**config.mk**
```make
export PLATFORM = sky130hd
export DESIGN_NAME = simmem_resp_bank_reader
export DESIGN_NICKNAME = d
export VERILOG_FILES = /design/src/rtl/simmem_resp_bank_reader.sv
export SDC_FILE = /design/constraint.sdc
export NUM_CORES = 1
export LEC_CHECK = 0
export ABC_AREA = 1
export BUFFER_PORTS_ARGS = -buffer_cell sky130_fd_sc_hd__buf_2
export CORE_ASPECT_RATIO = 0.8
export CORE_MARGIN = 5
export CORE_UTILIZATION = 58
export DETAILED_ROUTE_END_ITERATION = 12
export PLACE_DENSITY = 0.89
export SLEW_MARGIN = 20
export SYNTH_ARGS = -nofsm -noshare
export SYNTH_HDL_FRONTEND = slang
export SYNTH_SLANG_ARGS = --single-unit
```
**constraint.sdc**
```tcl
create_clock -name clk_i -period 3.35 [get_ports clk_i]
set_input_delay 0.67 -clock clk_i [delete_from_list [all_inputs] [get_ports clk_i]]
set_output_delay 0.67 -clock clk_i [all_outputs]
set_load 0.03 [all_outputs]
```
**src/rtl/simmem_resp_bank_reader.sv**
```systemverilog
// rtl/simmem_resp_bank_reader.sv - per-ID linked-list read-out engine of a simmem response bank
// Optional drained/stall counters: define SIMMEM_BANK_READER_STATS_EN.
module simmem_resp_bank_reader #(
  parameter int NumIds    = 4,
  parameter int IdWidth   = 2,
  parameter int NumSlots  = 16,
  parameter int SlotWidth = 4,
  parameter int DataWidth = 32
) (
  input  logic                 clk_i,
  input  logic                 rst_ni,
  input  logic                 append_valid_i,
  input  logic [IdWidth-1:0]   append_id_i,
  input  logic [SlotWidth-1:0] append_slot_i,
  input  logic                 release_valid_i,
  input  logic [IdWidth-1:0]   release_id_i,
  output logic                 ram_req_o,
  output logic [SlotWidth-1:0] ram_addr_o,
  input  logic [DataWidth-1:0] struct_rdata_i,
  input  logic [SlotWidth-1:0] next_rdata_i,
  output logic                 resp_valid_o,
  input  logic                 resp_ready_i,
  output logic [IdWidth-1:0]   resp_id_o,
  output logic [DataWidth-1:0] resp_data_o,
  output logic                 free_valid_o,
`ifdef SIMMEM_BANK_READER_STATS_EN
  output logic [31:0]          drained_cnt_o,
  output logic [31:0]          stall_cnt_o,
`endif
  output logic [SlotWidth-1:0] free_slot_o
);

  typedef enum logic [1:0] {IDLE, RD, OUT} state_e;

  localparam logic [SlotWidth:0] MaxCred = (SlotWidth+1)'(NumSlots);
  localparam logic [SlotWidth:0] CntOne  = (SlotWidth+1)'(1);

  state_e               state_q, state_d;
  logic [SlotWidth-1:0] head_q [NumIds];
  logic [SlotWidth-1:0] head_d [NumIds];
  logic [SlotWidth:0]   cnt_q  [NumIds];
  logic [SlotWidth:0]   cnt_d  [NumIds];
  logic [SlotWidth:0]   cred_q [NumIds];
  logic [SlotWidth:0]   cred_d [NumIds];

  logic [IdWidth-1:0]   cur_id_q, cur_id_d, last_id_q, last_id_d, resp_id_q, resp_id_d;
  logic [SlotWidth-1:0] cur_slot_q, cur_slot_d, nxt_q, nxt_d, free_slot_q, free_slot_d;
  logic                 link_q, link_d, resp_valid_q, resp_valid_d, free_valid_q, free_valid_d;
  logic [DataWidth-1:0] resp_data_q, resp_data_d;

  logic [NumIds-1:0]    elig;
  logic                 pick_vld;
  logic [IdWidth-1:0]   pick_id, cand;
  logic                 drain, app_cur;

  always_comb begin
    for (int i = 0; i < NumIds; i++) begin
      elig[i] = (cnt_q[i] != '0) && (cred_q[i] != '0);
    end
  end

  // Round-robin search starts one past the most recently picked ID.
  always_comb begin
    pick_vld = 1'b0;
    pick_id  = '0;
    cand     = '0;
    for (int k = 1; k <= NumIds; k++) begin
      cand = IdWidth'((int'(last_id_q) + k) % NumIds);
      if (!pick_vld && elig[cand]) begin
        pick_vld = 1'b1;
        pick_id  = cand;
      end
    end
  end

  // Drain is applied before append so a same-cycle append to an emptied list becomes its head.
  always_comb begin
    for (int i = 0; i < NumIds; i++) begin
      head_d[i] = head_q[i];
      cnt_d[i]  = cnt_q[i];
      cred_d[i] = cred_q[i];
      if (drain && (cur_id_q == IdWidth'(i))) begin
        cnt_d[i]  = cnt_d[i] - CntOne;
        cred_d[i] = cred_d[i] - CntOne;
        if (cnt_d[i] != '0) head_d[i] = nxt_q;
      end
      if (append_valid_i && (append_id_i == IdWidth'(i))) begin
        if (cnt_d[i] == '0) head_d[i] = append_slot_i;
        cnt_d[i] = cnt_d[i] + CntOne;
      end
      if (release_valid_i && (release_id_i == IdWidth'(i)) && (cred_d[i] < MaxCred)) begin
        cred_d[i] = cred_d[i] + CntOne;
      end
    end
  end

  always_comb begin
    state_d      = state_q;
    cur_id_d     = cur_id_q;
    cur_slot_d   = cur_slot_q;
    last_id_d    = last_id_q;
    nxt_d        = nxt_q;
    link_d       = link_q;
    resp_valid_d = resp_valid_q;
    resp_id_d    = resp_id_q;
    resp_data_d  = resp_data_q;
    free_valid_d = 1'b0;
    free_slot_d  = free_slot_q;
    ram_req_o    = 1'b0;
    ram_addr_o   = '0;
    drain        = 1'b0;
    // The slot in flight is its list's tail: a new append supersedes whatever link the RAM gave.
    app_cur      = append_valid_i && (append_id_i == cur_id_q) && (cnt_q[cur_id_q] == CntOne);
    unique case (state_q)
      IDLE: begin
        if (pick_vld) begin
          ram_req_o  = 1'b1;
          ram_addr_o = head_q[pick_id];
          cur_id_d   = pick_id;
          cur_slot_d = head_q[pick_id];
          last_id_d  = pick_id;
          link_d     = append_valid_i && (append_id_i == pick_id) && (cnt_q[pick_id] == CntOne);
          nxt_d      = append_slot_i;
          state_d    = RD;
        end
      end
      RD: begin
        resp_valid_d = 1'b1;
        resp_id_d    = cur_id_q;
        resp_data_d  = struct_rdata_i;
        if (!link_q) nxt_d = next_rdata_i;
        if (app_cur) begin
          nxt_d  = append_slot_i;
          link_d = 1'b1;
        end
        state_d = OUT;
      end
      OUT: begin
        if (resp_ready_i) begin
          drain        = 1'b1;
          resp_valid_d = 1'b0;
          free_valid_d = 1'b1;
          free_slot_d  = cur_slot_q;
          link_d       = 1'b0;
          state_d      = IDLE;
        end else if (app_cur) begin
          nxt_d = append_slot_i;
        end
      end
      default: state_d = IDLE;
    endcase
  end

  always_ff @(posedge clk_i) begin
    if (!rst_ni) begin
      state_q      <= IDLE;
      cur_id_q     <= '0;
      cur_slot_q   <= '0;
      last_id_q    <= IdWidth'(NumIds - 1);
      nxt_q        <= '0;
      link_q       <= 1'b0;
      resp_valid_q <= 1'b0;
      resp_id_q    <= '0;
      resp_data_q  <= '0;
      free_valid_q <= 1'b0;
      free_slot_q  <= '0;
      for (int i = 0; i < NumIds; i++) begin
        head_q[i] <= '0;
        cnt_q[i]  <= '0;
        cred_q[i] <= '0;
      end
    end else begin
      state_q      <= state_d;
      cur_id_q     <= cur_id_d;
      cur_slot_q   <= cur_slot_d;
      last_id_q    <= last_id_d;
      nxt_q        <= nxt_d;
      link_q       <= link_d;
      resp_valid_q <= resp_valid_d;
      resp_id_q    <= resp_id_d;
      resp_data_q  <= resp_data_d;
      free_valid_q <= free_valid_d;
      free_slot_q  <= free_slot_d;
      for (int i = 0; i < NumIds; i++) begin
        head_q[i] <= head_d[i];
        cnt_q[i]  <= cnt_d[i];
        cred_q[i] <= cred_d[i];
      end
    end
  end

  assign resp_valid_o = resp_valid_q;
  assign resp_id_o    = resp_id_q;
  assign resp_data_o  = resp_data_q;
  assign free_valid_o = free_valid_q;
  assign free_slot_o  = free_slot_q;

`ifdef SIMMEM_BANK_READER_STATS_EN
  logic [31:0] drained_cnt_q, stall_cnt_q;

  always_ff @(posedge clk_i) begin
    if (!rst_ni) begin
      drained_cnt_q <= '0;
      stall_cnt_q   <= '0;
    end else begin
      if (drain) drained_cnt_q <= drained_cnt_q + 32'd1;
      if (resp_valid_q && !resp_ready_i) stall_cnt_q <= stall_cnt_q + 32'd1;
    end
  end

  assign drained_cnt_o = drained_cnt_q;
  assign stall_cnt_o   = stall_cnt_q;
`endif

  int total_cnt;

  always_comb begin
    total_cnt = 0;
    for (int i = 0; i < NumIds; i++) begin
      total_cnt = total_cnt + int'(cnt_q[i]);
    end
  end

  always @(posedge clk_i) begin
    if (rst_ni) begin
      assert (!$isunknown(append_valid_i) && !$isunknown(release_valid_i));
      assert (!append_valid_i || ((total_cnt - int'(drain)) < NumSlots));
    end
  end

endmodule
```
Word-level counts from Yosys, hierarchy flattened
Memory sizes are Yosys's and may differ from the RTL's. A register that Yosys moved wholly into a read port is not among the register bits.
Index checks and enable logic that the tools add are counted.
Widths: inputs -> output; s select.
Operators by class
  $add $sub $neg: 20
  eq/ne operators: 21
  shift operators: 0
  bitwise operators: 12
  magnitude comparators: 8
  reductions and logical operators: 58
  $mul: 0
  mux-type cells: 84
  divide/modulo/power cells: 0
Operators by type and width (count)
  $mux 5: 24
  $mux 4: 27
  $reduce_bool 5->1: 12
  $add 5x1->5 const B: 8
  $sub 5x1->5 const B: 8
  $logic_and 1x1->1: 27
  $logic_not 5->1: 4
  $lt 5x5->1 const B: 4
  $mux 1: 17
  $mux 2: 8
  $eq 2x2->1 const B: 7
  $lt 2x3->1 const B: 4
  $or 1x1->1: 12
  $pmux 4 s3: 1
  $eq 5x1->1 const B: 2
  $ne 2x2->1 const B: 5
  $bmux 1 s2: 4
  $eq 2x1->1 const B: 4
  $logic_not 2->1: 4
  $reduce_and 2->1: 4
  $pmux 2 s3: 1
  $reduce_and 5->1: 1
  $add 2x1->2 const B: 2
  $add 2x2->2 const B: 2
  other kinds (8): 11
Storage, ports and cells
  bits in latches: 0
  ROM bits: 0
  bits in writable memories: 56
  flip-flop bits (word level): 55
  logic and storage cells: 217
  memories: 3
  output and inout port bits: 45
Memories
  cnt_q: depth 4, width 5, rd ports 6, clocked after memory_dff 1, write ports 4, RTL line 41  | logic [SlotWidth:0] cnt_q [NumIds];
  cred_q: depth 4, width 5, rd ports 4, clocked after memory_dff 0, write ports 4, RTL line 43  | logic [SlotWidth:0] cred_q [NumIds];
  head_q: depth 4, width 4, rd ports 5, clocked after memory_dff 0, write ports 4, RTL line 39  | logic [SlotWidth-1:0] head_q [NumIds];

Depth between registers and ports, before layout
Gate-level depths: netlist (run 1).
  word-level depth: 19
  mapped depth: 20
  depth with buffers taken out: 20

Worst setup path after synthesis (run 1)
No wires, ideal clock.
  kind: reg-to-output
  from: mem cnt_q[2][0] (netlist bit)
  to: out ram_addr_o[0]
  required time: 2.680 ns
  stages on the path, launching flop included: 14
  path slack: 0.658 ns
  data arrival time: 2.022 ns
  cell sequence: dfxtp_1 > inv_1 > ha_1 > inv_1 > nor2_1 > nand2_1 > nand3_1 > nand3_1 > nand2_1 > nand4_1 > nand2_1 > inv_1 > nand3_1 > inv_1
RTL lines
  start, declared: RTL line 41
  end, declared: RTL line 18  | output logic [SlotWidth-1:0] ram_addr_o,

==> results of run 1 <==
[state kept, by name, indices dropped and copies added (netlist names), named ones only]
name          count
resp_data_o      32
free_slot_o       4
state_q           2
head_q           16
cred_q           20
cur_id_q          2
resp_id_o         2
link_q            1
last_id_q         2
free_valid_o      1
resp_valid_o      1
cnt_q            20
nxt_q             4
cur_slot_q        4
[power by group]
group,switching [W],internal (W)
Clock,0.000700,0.000948
Combinational,0.00187,0.000856
Sequential,0.000191,0.00162
Total,0.00276,0.00343
[cells by family after synthesis]
kind of cell / share of synthesized area, %
simple gates: 27.28
compound gates: 15.36
buf+inv: 9.702
flops: 35.87
fa+ha+maj: 7.341
xor+xnor: 4.444
[layer usage]
metal	global-route usage [%]	vias to the layer above	share of wire, %
li1	-	3188	-
met1	33.83	2884	44
met2	41.22	251	46
met3	6.160	46	7.2
met4	8.986	0	2.7
met5	0	-	0
[worst min-delay path, delay by kind of cell (launching register included)]
family | cells | cell delay (ns)
flip-flops | 1 | 0.32
AND/OR/NAND/NOR | 2 | 0.10
[placed cells by master (no fill, tap or decap), types with 3 or more instances in the layout]
cell / instances
buf_6: 4
buf_2: 89
nand3_1: 52
dfxtp_1: 109
dfxtp_2: 3
inv_2: 18
nor3_2: 4
nor3_1: 12
clkbuf_16: 17
nand2_4: 5
clkinvlp_4: 3
clkinv_2: 4
a311oi_1: 3
nand4_1: 12
nor2_1: 131
ha_1: 37
inv_6: 3
nor4_1: 3
nand2_1: 137
xnor2_1: 3
or2_2: 4
nand2_2: 8
o21ai_0: 96
xor2_1: 28
clkinv_4: 5
nand3_2: 11
a21oi_1: 55
o21ai_1: 11
or2_0: 4
inv_1: 116
buf_4: 16
o211ai_1: 9
[per-stage QoR]
step | instance area [um2] | instances | util (%) | power, W | TNS (ns)
after global routing | 7684 | 1180 | 71.39 | 0.006543 | -0.1924
after floorplan | 6306 | 918 | - | 0.003510 | 0
after CTS | 7462 | 1171 | 69.33 | 0.005830 | 0
after global placement | 6914 | 1139 | 64.24 | 0.004113 | 0
final | 7684 | 1180 | 71.39 | 0.006185 | 0
after detailed placement | 6914 | 1139 | 64.24 | 0.004146 | 0
[area by class of cell]
| type | instances | share of cell area (%) |
|---|---|---|
| sequential | 113 | 29.54 |
| tap | 144 | 2.345 |
| timing repair buffer | 109 | 7.947 |
| clock inverter | 15 | 1.466 |
| inverter | 137 | 6.758 |
| multi-input combinational | 645 | 46.41 |
| clock buffer | 17 | 5.537 |
[timing repair]
action / in CTS / in global routing
cloned: 0 / 1
endpoints found under the setup margin: 4 / 4
setup buffers: 0 / 8
gates resized for setup: 3 / 58
endpoints found under the hold margin: 0 / 0
pin swaps: 0 / 12
[path summary, 6_finish.rpt]
kind / startpoint / to / depth (start not counted)
setup / recovery: cnt_q[1][1] / ram_addr_o[0] / 19
hold / removal: cur_slot_q[0] / free_slot_o[0] / 2
setup reg to reg: state_q[0] / head_q[2][0] / 14
hold reg to reg: cur_slot_q[0] / free_slot_o[0] / 2
==> run metrics, run 1 <==
Seq/Total Area, Yosys=between 30% and 40%; initial core utilization=58.59%; Clock Skews=0.006270 ns; largest area contributor in the netlist=dfxtp_1; GP Congestion=1.006; max-cap violation count=0; synth unique cells=38; initial antenna violation count=0; num ports=94; Mapped Cells=between 900 and 1000; Yosys top cell area share=35.87%; Worst-Margin Slew=0.9045 ns; worst min path class=flip-flop to flip-flop; maximum vdd ir drop=0.5349 mV; FMAX=303.9 MHz; TritonRoute pass-1 iters=5; CP most frequent cell=nand2_1; hold_buf cts=0; Synth Flop Type=dfxtp_1; CP required=2.68 ns; min Tclk post-route=3.290 ns; final cycle utilization of the critical path=98.22%; Overflow after GRT=0; total core area=between 10000 and 15000 um2; Syn Area/Cell=~6.9 um2; crit start category=flip-flop; WP buf/inv=4; Commonest cells post-synth=147 x nand2_1, 134 x nor2_1, 127 x inv_1; GRT Resource Usage Total=approximately 26%; area of the multi-input gates=3566 um2; via count=around 6400; pre-CTS setup slack=0.4011 ns; clock latency on the worst-skew pair=0.42 ns; post-DP HPWL=11.80 mm; max_slew headroom=39.63%; clk root buf=clkbuf_16; Synth Warn #=0; drt total wl=between 15 and 20 mm; Worst EP arrival=around 2.6 ns; Finish-stage setup viols=0; port bufs=93; first-pass GRT wire length=27.19 mm; Final Hold Fails=0; Syn Nets=1004; share of synthesized registers carrying an async set or reset=0%; Ant. Diodes=0; main area contributors after synthesis=dfxtp_1 36%, nand2_1 8.8%, nor2_1 8.0%; number of synthesized flops with an enable pin=0; status=finished, final reports clean; slowest cell on the critical path=dfxtp_1; vias per inst=5.397; most frequent cell after synthesis=nand2_1; post-route setup slack=between 0.05 and 0.06 ns; Max Root-Sink Buffers=2; CTS clk-pin slew, worst paths=0.06 ns; chip height=103.3 um; Reg area=2270 um2; critical path's largest stage delay=approximately 0.32 ns; Die ar.=~13000 um2; crit path cell chain=inv_2, ha_1, inv_1, nor2_1, nand2_1, nand3_2, nand2_1, nand2_1, nand2_1, nand2_1, nand2_2, nor2_4, nand2_4, nand2_4, nand2_2, nand3_1, nand3_2, inv_2, buf_6; Std-Cell Rows=34; R2R Setup Slk=~0.36 ns; synthesized area=6306 um2; WL/cell=14.72 um; deepest level of the CTS H-tree=4; FF+latch count, synth=roughly 110; # fillers=811; number of global-route vias before repair=5722; Crit path max-delay family=simple AND/OR/NAND/NOR gates; largest net degree at the start of global routing=92; kind of critical path=flip-flop to primary output; fraction of layout cells with a size suffix above 1=about a fifth; final slew viol count=0; initial DRC count=672; drc violations=0; cts bufs inserted=17; maximum fanout along the worst path=8; chip width=126.6 um; Final #Nets=1109; Layout area overhead=21.85%; worst hold slack=0.4689 ns; Cell Pwr Density=805.0 nW/um2; CTS sink cnt=about 110; Pleak=3.720 nW; CTS tree=built; ANT nets after route=0; Crit. End Element=primary output
Power figures use the tool's default switching activity.
==> run 2, diff against run 1 <==
--- a/config.mk
+++ b/config.mk
@@ -12,4 +12,5 @@
 export CORE_UTILIZATION = 58
 export DETAILED_ROUTE_END_ITERATION = 12
+export HOLD_SLACK_MARGIN = 0.03
 export PLACE_DENSITY = 0.89
 export SLEW_MARGIN = 20
==> constraint.sdc (replaced) <==
create_clock -name clk_i -period 3.35 [get_ports clk_i]
set_input_delay 0.67 -clock clk_i [delete_from_list [all_inputs] [get_ports clk_i]]
set_output_delay 0.67 -clock clk_i [all_outputs]
set_load 0.02 [all_outputs]
==> run metrics, run 2 (synthesis results as in run 1) <==
status=finished, final reports clean; kind of critical path=flip-flop to primary output; clk root buf=clkbuf_16; Overflow after GRT=0; crit path cell chain=inv_2, ha_4, inv_1, nor2_1, nand2_2, nand3_2, nand2_4, o21ai_4, nand4_1, nand2_2, buf_6, nand3_2, nand3_2, nand2_1, nand2_1, inv_1, buf_6; Final #Nets=1113; pre-CTS setup slack=approximately 0.35 ns; max-cap violation count=0; Layout area overhead=24.56%; worst min path class=input pin to flip-flop; most common cell after layout, fill and taps aside=nand2_1; Std-Cell Rows=34; most frequent cells in the layout=139 x nand2_1, 131 x nor2_1, 112 x inv_1; largest net degree at the start of global routing=about 90; GP Congestion=0.9723; drt total wl=~18 mm; maximum fanout along the worst path=6; Crit. End Element=primary output; crit start category=flip-flop; CP most frequent cell=nand3_2; Crit path max-delay family=simple AND/OR/NAND/NOR gates; WP buf/inv=5; post-route setup slack=0.006762 ns; Worst-Margin Slew=0.9666 ns; ANT nets after route=0; met1 Use GR=32.07%; GRT Resource Usage Total=between 20% and 30%; cts bufs inserted=17; CTS sink cnt=between 100 and 150; Worst EP arrival=about 2.7 ns; CTS tree=built; Clock power frac=29.7%; critical path's largest stage delay=0.30 ns; grt met2 use=between 30% and 40%; final setup TNS=0 ns; fraction of layout cells with a size suffix above 1=21.92%; Final Hold Fails=0; FMAX=approximately 300 MHz; Pint=~0.0036 W; max reg flops=32; CP required=about 2.7 ns; TritonRoute pass-1 iters=5; chip width=126.6 um; slowest cell on the critical path=dfxtp_1; WL/cell=15.23 um; Ant. Diodes=0; CTS clk-pin slew, worst paths=0.06 ns; final cycle utilization of the critical path=~100%; Reg area=2268 um2; via count=6559; Clock Skews=0.005936 ns; number of global-route vias before repair=between 5000 and 6000; Top Usage Layer GRT=met2; Switch Pwr=0.002627 W; num ports=94; met3 usage=just under 8%; max_slew headroom=35.49%; drc violations=0; Max Root-Sink Buffers=2; area of the multi-input gates=3646 um2; sequential power share=28.9%; port bufs=93; deepest level of the CTS H-tree=4; hold_buf cts=0; first-pass GRT wire length=approximately 27 mm; Comb pwr share=41.4%; chip height=103.3 um; initial core utilization=58.59%; initial antenna violation count=0; Switching Fraction=41.90%; clock latency on the worst-skew pair=about 0.42 ns; initial DRC count=around 700; vias per inst=~5.5; Finish-stage setup viols=0; min Tclk post-route=about 3.3 ns; Cell Pwr Density=798.0 nW/um2; # fillers=751; Die ar.=13070 um2; total core area=10760 um2; maximum vdd ir drop=0.5271 mV; post-DP HPWL=11.70 mm; final slew viol count=0; Pleak=3.782 nW
[run 2: cell types whose count changed in the layout (fill, tap and decap cells not counted), moves of 3 or more]
cell,change
buf_4,+4
bufinv_16,+3
clkinv_4,-3
ha_1,-4
inv_1,-4
inv_2,+4
nand3_1,-11
nand3_2,+9
[run 2: worst paths after layout]
check	startpoint	slack, ns	depth (start not counted)	to
worst max-delay path	cnt_q[3][1]	0.007	17	ram_addr_o[2]
worst min-delay path	struct_rdata_i[9]	0.47	3	resp_data_o[9]
worst max register to register	state_q[0]	0.45	14	head_q[2][0]
worst min register to register	free_slot_o[1]	0.47	2	free_slot_o[1]
[run 2: metal layers]
metal	up-vias	routed length [um]	share of wire (%)
li1	3196	-	-
met1	2985	7474	41
met2	311	8376	46
met3	67	1581	8.8
met4	0	595	3.3
met5	-	0	0
[run 2: power groups by stage]
stage          combinational, W  sequential, W  clock, W
2_1_floorplan           0.00141        0.00196         0
3_5_place_dp            0.00216        0.00181         0
3_3_place_gp            0.00212        0.00181         0
4_1_cts                 0.00224        0.00179   0.00186
6_report                0.00259        0.00181   0.00186
5_1_grt                 0.00284        0.00184   0.00194
[run 2: worst register-to-register path, cell delays in order, from the launching register on]
cell and delay (ns):
dfxtp_1 0.33, inv_1 0.14, ha_1 0.22, nand2_1 0.20, nor3_4 0.36, inv_2 0.19, o21ai_0 0.34, inv_1 0.12
ha_1 0.20, nand4_1 0.29, inv_2 0.07, a21oi_1 0.11, o21ai_0 0.10, nand2_1 0.09, nor2_1 0.04
[run 2: what timing repair did]
action / in CTS / in global routing
endpoints found under the setup margin: 4 / 5
cloned: 0 / 1
gates resized for setup: 2 / 71
buffers inserted: 1 / 12
pin swaps: 2 / 19
[run 2: area by class of cell]
cell class	count	area share [%]
multi-input combinational	645	46.42
sequential	113	28.88
timing repair buffer	113	8.076
inverter	137	6.610
clock buffer	17	5.416
clock inverter	15	2.310
tap	144	2.294
[run 2: through the flow]
stage                     hold slack [ns]  instances  total power (W)  util [%]  cell area (um2)
after floorplan                    0.4191        918         0.003361         -             6306
after CTS                          0.4665       1171         0.005892     69.93             7526
final                              0.4657       1184         0.006268     72.98             7855
after global placement             0.4580       1138         0.003930     64.17             6907
after detailed placement           0.4600       1138         0.003975     64.17             6907
after global routing               0.4729       1184         0.006623     72.98             7855
==> run 3, diff against run 2 <==
==> constraint.sdc (replaced) <==
create_clock -name clk_i -period 3.35 [get_ports clk_i]
set_input_delay 0.67 -clock clk_i [delete_from_list [all_inputs] [get_ports clk_i]]
set_output_delay 0.67 -clock clk_i [all_outputs]
set_load 0.005 [all_outputs]
==> run metrics, run 3 (synthesis results as in run 1) <==
CTS clk-pin slew, worst paths=0.06 ns; maximum vdd ir drop=0.4591 mV; vias per inst=5.506; most frequent cells in the layout=139 x nand2_1, 131 x nor2_1, 116 x inv_1; Clock Skews=0.006157 ns; post-DP HPWL=between 10 and 15 mm; num ports=94; cts bufs inserted=17; Overflow after GRT=0; Die ar.=13070 um2; number of global-route vias before repair=5882; drc violations=0; critical path's largest stage delay=0.51 ns; total core area=10760 um2; Final #Nets=1102; port bufs=between 90 and 100; FMAX=307.6 MHz; initial core utilization=58.59%; hold_buf cts=0; Layout area overhead=20.91%; max_slew headroom=37.20%; WP buf/inv=4; final slew viol count=0; Std-Cell Rows=34; most common cell after layout, fill and taps aside=nand2_1; maximum fanout along the worst path=8; clock latency on the worst-skew pair=0.42 ns; first-pass GRT wire length=27.44 mm; Ant. Diodes=0; Pleak=3.709 nW; slowest cell on the critical path=dfxtp_1; Finish-stage setup viols=0; kind of critical path=flip-flop to primary output; Cell Pwr Density=766.7 nW/um2; # fillers=about 820; crit path cell chain=inv_1, nand3_1, nand2_1, nand2_1, nand2_1, nand2_1, nand2_2, nor2_2, nand2_2, buf_4, nand3_1, nand3_1, nand3_1, inv_1, buf_2; ANT nets after route=0; Worst EP arrival=2.58 ns; max reg flops=32; worst min path class=input pin to flip-flop; largest net degree at the start of global routing=just over 90; max-cap violation count=0; Worst-Margin Slew=0.9410 ns; CTS tree=built; final cycle utilization of the critical path=97.03%; Tot Pwr=0.005846 W; via count=6458; initial DRC count=about 650; min Tclk post-route=between 3 and 4 ns; CP required=2.68 ns; GP Congestion=0.9518; deepest level of the CTS H-tree=4; Crit path max-delay family=simple AND/OR/NAND/NOR gates; WL/cell=14.62 um; GRT Resource Usage Total=25.68%; initial antenna violation count=0; Max Root-Sink Buffers=2; Final Hold Fails=0; Crit. End Element=primary output; chip height=103.3 um; clk root buf=clkbuf_16; fraction of layout cells with a size suffix above 1=about 18%; crit start category=flip-flop; final setup TNS=0 ns; chip width=between 100 and 150 um; CTS sink cnt=between 100 and 150; drt total wl=17.15 mm; TritonRoute pass-1 iters=6; status=finished, final reports clean
==> run 3: cell count changes in the layout (fill, tap and decap cells not counted), moves of 3 or more <==
cell and change:
buf_2 +3, buf_4 -10, buf_6 -3, clkinvlp_4 -3, dfxtp_1 +4, dfxtp_2 -4, ha_1 +4, inv_1 +4
nand3_1 +15, nand3_2 -13
==> run 3: power by group <==
group,leakage (nW),switching [W],total [W],internal [W]
Clock,0.298,0.000694,0.00189,0.00120
Sequential,0.925,0.000184,0.00181,0.00162
Combinational,2.49,0.00140,0.00215,0.000742
Total,3.71,0.00228,0.00585,0.00356
==> run 3: timing repair <==
action / 4_1_cts / 5_1_grt
pin swaps: 1 / 3
hold endpoints to repair: 0 / 0
buffers inserted: 1 / 2
endpoints found under the setup margin: 4 / 5
gates resized for setup: 2 / 30
cloned: 0 / 0
==> run 3: worst paths after layout <==
kind	start	end	slack [ns]	cells after the start
worst max register to register	state_q[0]	head_q[3][1]	0.33	14
worst max-delay path	last_id_q[0]	ram_addr_o[1]	0.1	15
worst min-delay path	struct_rdata_i[25]	resp_data_o[25]	0.47	3
worst min register to register	free_slot_o[2]	free_slot_o[2]	0.48	2
==> run 3: final cells by class <==
class / count / area, um2 / area share, %
Multi-Input combinational cell: 644 / 3507 / 46.00
Tap cell: 144 / 180.2 / 2.363
Clock buffer: 18 / 439.2 / 5.760
Timing Repair Buffer: 103 / 540.5 / 7.089
Inverter: 137 / 514.2 / 6.744
Sequential cell: 113 / 2263 / 29.68
Clock inverter: 14 / 180.2 / 2.363
==> run 3: routing by layer <==
layer	vias up	global-route usage, %	wire length (um)
li1	3168	-	-
met1	2964	33.63	7558
met2	282	41.95	7949
met3	44	5.544	1270
met4	0	10.14	370
met5	-	0	0
==> run 3: worst min-delay path, stage by stage <==
cell and delay (ns):
buf_2 0.07, nor2_1 0.03, nor2_1 0.08
==> run 3: metrics by stage <==
| step | setup slack (ns) | utilization [%] | instance area [um2] | instances | hold slack [ns] |
|---|---|---|---|---|---|
| finish | 0.09948 | 70.84 | 7625 | 1173 | 0.4671 |
| floorplan | 0.8268 | - | 6306 | 918 | 0.4191 |
| global placement | 0.3948 | 64.17 | 6907 | 1138 | 0.4654 |
| detailed placement | 0.3530 | 64.17 | 6907 | 1138 | 0.4637 |
| global route | -0.04946 | 70.84 | 7625 | 1173 | 0.4652 |
| CTS | -0.01593 | 70.04 | 7538 | 1171 | 0.4615 |
